<file path="src/rtl/uncached_bus_bridge.sv">
// Single-outstanding uncached CPU access to single-beat cache-bus transaction bridge.
// The bus request/response structs are flattened into oreq_*/oresp_* ports.
module uncached_bus_bridge #(
  parameter int unsigned POST_WRITES = 1
) (
  input  logic        clk,
  input  logic        reset,
  input  logic        creq_valid,
  input  logic        creq_is_write,
  input  logic [31:0] creq_addr,
  input  logic [2:0]  creq_size,
  input  logic [3:0]  creq_strobe,
  input  logic [31:0] creq_wdata,
  output logic        creq_addr_ok,
  output logic        cresp_data_ok,
  output logic [31:0] cresp_rdata,
  output logic        oreq_valid,
  output logic        oreq_is_write,
  output logic [2:0]  oreq_size,
  output logic [31:0] oreq_addr,
  output logic [3:0]  oreq_strobe,
  output logic [31:0] oreq_data,
  output logic [3:0]  oreq_len,
  output logic [1:0]  oreq_burst,
  input  logic        oresp_ready,
  input  logic        oresp_last,
  input  logic [31:0] oresp_data
);

  localparam bit         POSTED      = (POST_WRITES != 0);
  localparam logic [1:0] BURST_FIXED = 2'b00;

  typedef enum logic [1:0] {IDLE, REQ, RESP} state_e;

  state_e      state_q, state_d;
  logic        is_write_q;
  logic [31:0] addr_q;
  logic [2:0]  size_q;
  logic [3:0]  strobe_q;
  logic [31:0] wdata_q;
  logic [31:0] rdata_q;
  logic        first_q;
  logic        accept;
  logic        done;

  assign accept = (state_q == IDLE) && creq_valid;
  assign done   = (state_q == REQ) && oresp_ready && oresp_last;

  always_ff @(posedge clk or posedge reset) begin
    if (reset) state_q <= IDLE;
    else       state_q <= state_d;
  end

  always_comb begin
    state_d = state_q;
    case (state_q)
      IDLE:    if (creq_valid) state_d = REQ;
      REQ:     if (done) state_d = (is_write_q && POSTED) ? IDLE : RESP;
      RESP:    state_d = IDLE;
      default: state_d = IDLE;
    endcase
  end

  always_ff @(posedge clk or posedge reset) begin
    if (reset) begin
      is_write_q <= 1'b0;
      addr_q     <= '0;
      size_q     <= '0;
      strobe_q   <= '0;
      wdata_q    <= '0;
      rdata_q    <= '0;
      first_q    <= 1'b0;
    end else begin
      // first_q marks the first REQ cycle, where a posted write completes
      first_q <= accept;
      if (accept) begin
        is_write_q <= creq_is_write;
        addr_q     <= creq_addr;
        size_q     <= creq_size;
        strobe_q   <= creq_strobe;
        wdata_q    <= creq_wdata;
      end
      if (done && !is_write_q) rdata_q <= oresp_data;
    end
  end

  always_comb begin
    creq_addr_ok  = 1'b0;
    cresp_data_ok = 1'b0;
    oreq_valid    = 1'b0;
    oreq_is_write = 1'b0;
    oreq_size     = '0;
    oreq_addr     = '0;
    oreq_strobe   = '0;
    oreq_data     = '0;
    oreq_len      = '0;
    oreq_burst    = BURST_FIXED;
    case (state_q)
      IDLE: creq_addr_ok = creq_valid;
      REQ: begin
        oreq_valid    = 1'b1;
        oreq_is_write = is_write_q;
        oreq_size     = size_q;
        oreq_addr     = addr_q;
        oreq_strobe   = is_write_q ? strobe_q : '0;
        oreq_data     = wdata_q;
        cresp_data_ok = POSTED && is_write_q && first_q;
      end
      RESP:    cresp_data_ok = 1'b1;
      default: ;
    endcase
  end

  assign cresp_rdata = rdata_q;

endmodule

</file>
<file path="config.mk">
export PLATFORM = sky130hd
export DESIGN_NAME = uncached_bus_bridge
export DESIGN_NICKNAME = d
export VERILOG_FILES = /design/src/rtl/uncached_bus_bridge.sv
export SDC_FILE = /design/constraint.sdc
export NUM_CORES = 1
export LEC_CHECK = 0
export CORE_MARGIN = 2
export CORE_UTILIZATION = 46
export CTS_BUF_LIST = sky130_fd_sc_hd__clkbuf_4 sky130_fd_sc_hd__clkbuf_8
export CTS_CLUSTER_SIZE = 16
export DETAILED_ROUTE_END_ITERATION = 7
export PLACE_DENSITY = 0.95
export SLEW_MARGIN = 30
export SYNTH_ARGS = -nofsm -noshare
export SYNTH_HDL_FRONTEND = slang
export SYNTH_SLANG_ARGS = --single-unit
</file>
<file path="constraint.sdc">
create_clock -name clk -period 5 [get_ports clk]
set_input_delay 0.5 -clock clk [delete_from_list [all_inputs] [get_ports clk]]
set_output_delay 0.5 -clock clk [all_outputs]
set_load 0.02 [all_outputs]
</file>
======== Yosys cells after proc, flatten, opt, wreduce, memory -nomap -nowiden ========
Index checks and enable logic that the tools add are counted.
storage, ports and cells
  bits in latches ......................... 0
  RAM bits ................................ 0
  input port bits ......................... 109
  ROM bits ................................ 0
  output and inout bits ................... 113
  memories kept ........................... 0
  flip-flop bits (word level) ............. 107
  logic and storage cells ................. 33
operators by class
  reductions and logical operators ........ 8
  multiply operators ...................... 0
  order comparisons ....................... 0
  divide/modulo/power cells ............... 0
  muxes and demuxes ....................... 13
  shift-type cells ........................ 0
  eq/ne operators ......................... 4
  add/subtract/negate cells ............... 0
  bitwise operators ....................... 0
operators with widths
  operator              number
  $mux W32              2
  $mux W4               2
  $mux W2               3
  $logic_and A1 B1 Y1   5
  $ne A2 B2 Y1 const B  2
  $pmux W2 S2           1
  $mux W1               3
  $mux W3               1
  $eq A2 B1 Y1 const B  1
  $eq A2 B2 Y1 const B  1
  $logic_not A2 Y1      1
  $pmux W1 S2           1
  $reduce_and A2 Y1     1
  $logic_not A1 Y1      1

======== Longest topological paths before layout ========
  depth in word-level cells ............... 5
  mapped depth ............................ 6

======== Worst setup path before layout ========
Ideal clock, no wire load.
  path type ............................... register to output
  start ................................... register state_q[1]
  end ..................................... output cresp_data_ok
  cell stages (with the launch flop) ...... 6
  data arrival time ....................... 1.548 ns
  buffers on the path ..................... 0
  data required time ...................... 4.500 ns
  path slack .............................. 2.952 ns
  path through ............................ dfrtp_1 inv_1 ha_1 and2_1 a21oi_1 nor2b_1
on the way
  longest elaborated chain between the ends .. 2
  elaborated cells between the ends (all ways) .. 3
RTL lines
  element                                       RTL line  RTL
  start, declared                               35        state_e state_q, state_d;
  start signal, assigned                        51        else state_q <= state_d;
  $eq A2 B2 Y1 or $eq A2 B1 Y1 (tied branches)  98        case (state_q)
  $pmux W1 S2 (*)                               98
  end, declared                                 15        output logic cresp_data_ok,
Every way passes the cells marked *; elsewhere a longest branch is shown, timed or not.

======== Worst setup path after layout ========
Ends and elaborated chain as after synthesis.

==> results.toml <==
[setup_path]
r2r-start = "state_q[1]"
critPathLaunchType = "flop"
path_class = "flop to primary output"
cpPeakStageDelay_ns = 0.63
crit_start = "state_q[1]"
worstPathArrival_ns = 2.62
crit_chain = "inv_1 > ha_4 > and2_1 > a21oi_1 > nor2b_1 > clkdlybuf4s50_1"
crit_path_top_delay_cell = "clkdlybuf4s50_1"
critical_path.max_fanout = 76
required_ns = 4.50
end_kind = "primary output"

[timing]
skew_ns = 0.0158
slew_viol_final = 0
setup_violations = 0
max_slew_margin = 0.437
fmax_ghz = 0.321
hold_viol = 0
timing.hold.ws_ns = 0.489
rsz0062_at_grt = "false"
period_share = 0.623
setup-tns-final_ns = 0
worst_slew_pin_slew_ns = 0.843
fin_crit_ns = 3.12

[logic_synthesis]
synthXorXnorAreaFrac = 0
ys_seq_area_frac = 0.563
yosys.area.top_type = "dfrtp_1"
synth_compound_area_frac = 0.00368
syn_avg_cell_area_um2 = 14.5
syn-instance-count = 327
synth_area_leaders = "dfrtp_1, mux2_2, mux2_4, and2_1, buf_6"
synth-seq-cells = 107
ys_types = 19
synth_mux_area_frac = 0.271
synth.cell_area_mm2 = 0.00476
synth_warnings = 0
synthSimpleGateAreaFrac = 0.106
synth_top_family_by_area = "multiplexers"
yosys.area_share.adder = 0.0105
synth_top_area_share = 0.563

[power_and_ir_drop]
intPower_uw = 2980
peakVddDrop_uv = 374
switching_power_uw = 1770
leakage_uw = 0.00305
p_seq_frac = 0.323
powerDensity_mw_per_mm2 = 669
p_clk_frac = 0.102
p_total_uw = 4750
combPwrFrac = 0.575
p_sw_frac = 0.373

[floorplanning]
die_w_um = 106
initial_core_util = 0.467
dieArea_mm2 = 0.0112
die_h_um = 106
ios = 222
core_region_area_mm2 = 0.0102
num_rows = 37

[layout]
fin_nets = 648
area_growth_pct = 49.3
drive_gt1_frac = 0.217
nFillCells = 717
multi_input_area_mm2 = 0.00190
final_common_cell = "clkdlybuf4s50_1"
utilization = 0.697
mostFrequentLayoutCells = "clkdlybuf4s50_1, dfrtp_1, and2_1"
seqCellArea_mm2 = 0.00268
instances_no_fill = 675
num_antenna_cells = 0

[route]
first_iter_violations = 105
num_vias = 3280
postRouteAntennaNets = 0
wl_um = 11500
drt-pass1-iter-count = 4
vias_per_cell = 4.86
wire_per_inst_um = 17.1
drc_errors = 0

[clocking]
clkTransAtPathRegs_ns = 0.09
cts_buffer_depth = 2
clock_latency_ns = 0.36
tritoncts = "yes"
hold_buffers = 0
clock-sinks = 107
h-tree-depth = 3
cts_buffers = 9
clock-root-buffer = "clkbuf_8"
ctsResizeCount = 0
post_cts_buffers = 0

[run]
max-cap-violations = 0

[grt]
grt_pass1_wl_um = 17900
grt.overflow.total = 0
grtUsageTotal = 0.205
antenna_found_initial = 0
grt_max_degree = 77
met3_usage = 0.0625
top_usage_layer = "met2"
grt_pass1_vias = 3513
met1_usage = 0.236
grt.met2_usage = 0.363

[status]
status = "completed"

[placement]
dp_hpwl_um = 8560
place.gp.congestion = 0.740
io_buffer_count = 215
placed_cells = 660

[min_path]
hold_path.startpoint = "addr_q[22]"
hp-class = "flop to flop"
power groups by stage:
stage / sequential (uW) / clock (uW) / combinational, uW
2_1_floorplan: 1640 / 0 / 1470
3_3_place_gp: 1520 / 0 / 2680
3_5_place_dp: 1550 / 0 / 2750
4_1_cts: 1540 / 498 / 2760
5_1_grt: 1590 / 540 / 2880
6_report: 1540 / 485 / 2730
layer usage:
| metal | up-vias | part of all wire |
|---|---|---|
| met5 | - | 0 |
| met4 | 0 | 0.023 |
| met3 | 22 | 0.075 |
| met2 | 130 | 0.52 |
| met1 | 1626 | 0.39 |
| li1 | 1502 | - |
cell families after synthesis:
group / Yosys count
DFF: 107
muxes: 105
and+or+nand+nor: 79
buffers and inverters: 28
adders and majority gates: 4
AOI/OAI and AO/OA: 3
other: 1
sequential cells by signal, summed over array words and instances (netlist names):
register	cells
addr_q	32
cresp_rdata	32
wdata_q	32
strobe_q	4
size_q	3
state_q	2
first_q	1
is_write_q	1
final timing paths:
| kind | slack (ns) | end | cells after the start |
|---|---|---|---|
| min | 0.49 | addr_q[22] | 1 |
| max in group asynchronous | 3.26 | wdata_q[21] | 3 |
| min reg2reg | 0.49 | addr_q[22] | 1 |
| max | 1.88 | cresp_data_ok | 6 |
| max reg2reg | 2.45 | cresp_rdata[0] | 4 |
| min in group asynchronous | 0.62 | cresp_rdata[12] | 2 |
final cells by class:
cell class,instances,share of cell area
flip-flops and latches,107,0.377
multi-input cells,197,0.268
repair buffers,217,0.305
clock buffers,9,0.0174
inverters,3,0.00194
well taps,136,0.0240
clock inverters,6,0.00669
worst max-delay path: cells and delay by family (launching register included):
family | cells | cell delay [ns]
AO/OA/AOI/OAI | 1 | 0.08
adder cells (fa/ha/maj) | 1 | 0.56
buffers and inverters | 2 | 0.78
flip-flops | 1 | 0.42
AND/OR/NAND/NOR | 2 | 0.39
metrics by stage:
stage / setup slack (ns) / area [um^2]
detailed placement: 2.30 / 6930
finish: 1.88 / 7100
CTS: 1.88 / 7100
global route: 1.71 / 7100
floorplan: 1.68 / 4780
global placement: 2.04 / 6920
cells in the mapped netlist:
| master | instances |
|---|---|
| buf_6 | 11 |
| mux2_4 | 29 |
| clkbuf_1 | 7 |
| and3_1 | 4 |
| and2_1 | 69 |
| inv_1 | 3 |
| ha_1 | 4 |
| buf_2 | 1 |
| a21oi_1 | 2 |
| buf_4 | 6 |
| dfrtp_1 | 107 |
| mux2_1 | 9 |
| o211ai_1 | 1 |
| mux2_2 | 67 |
| nand3_1 | 1 |
| conb_1 | 1 |
| nand4b_4 | 1 |
| nand2_1 | 2 |
| nor2b_1 | 2 |
Note: power is estimated with default switching activity, not from simulation.
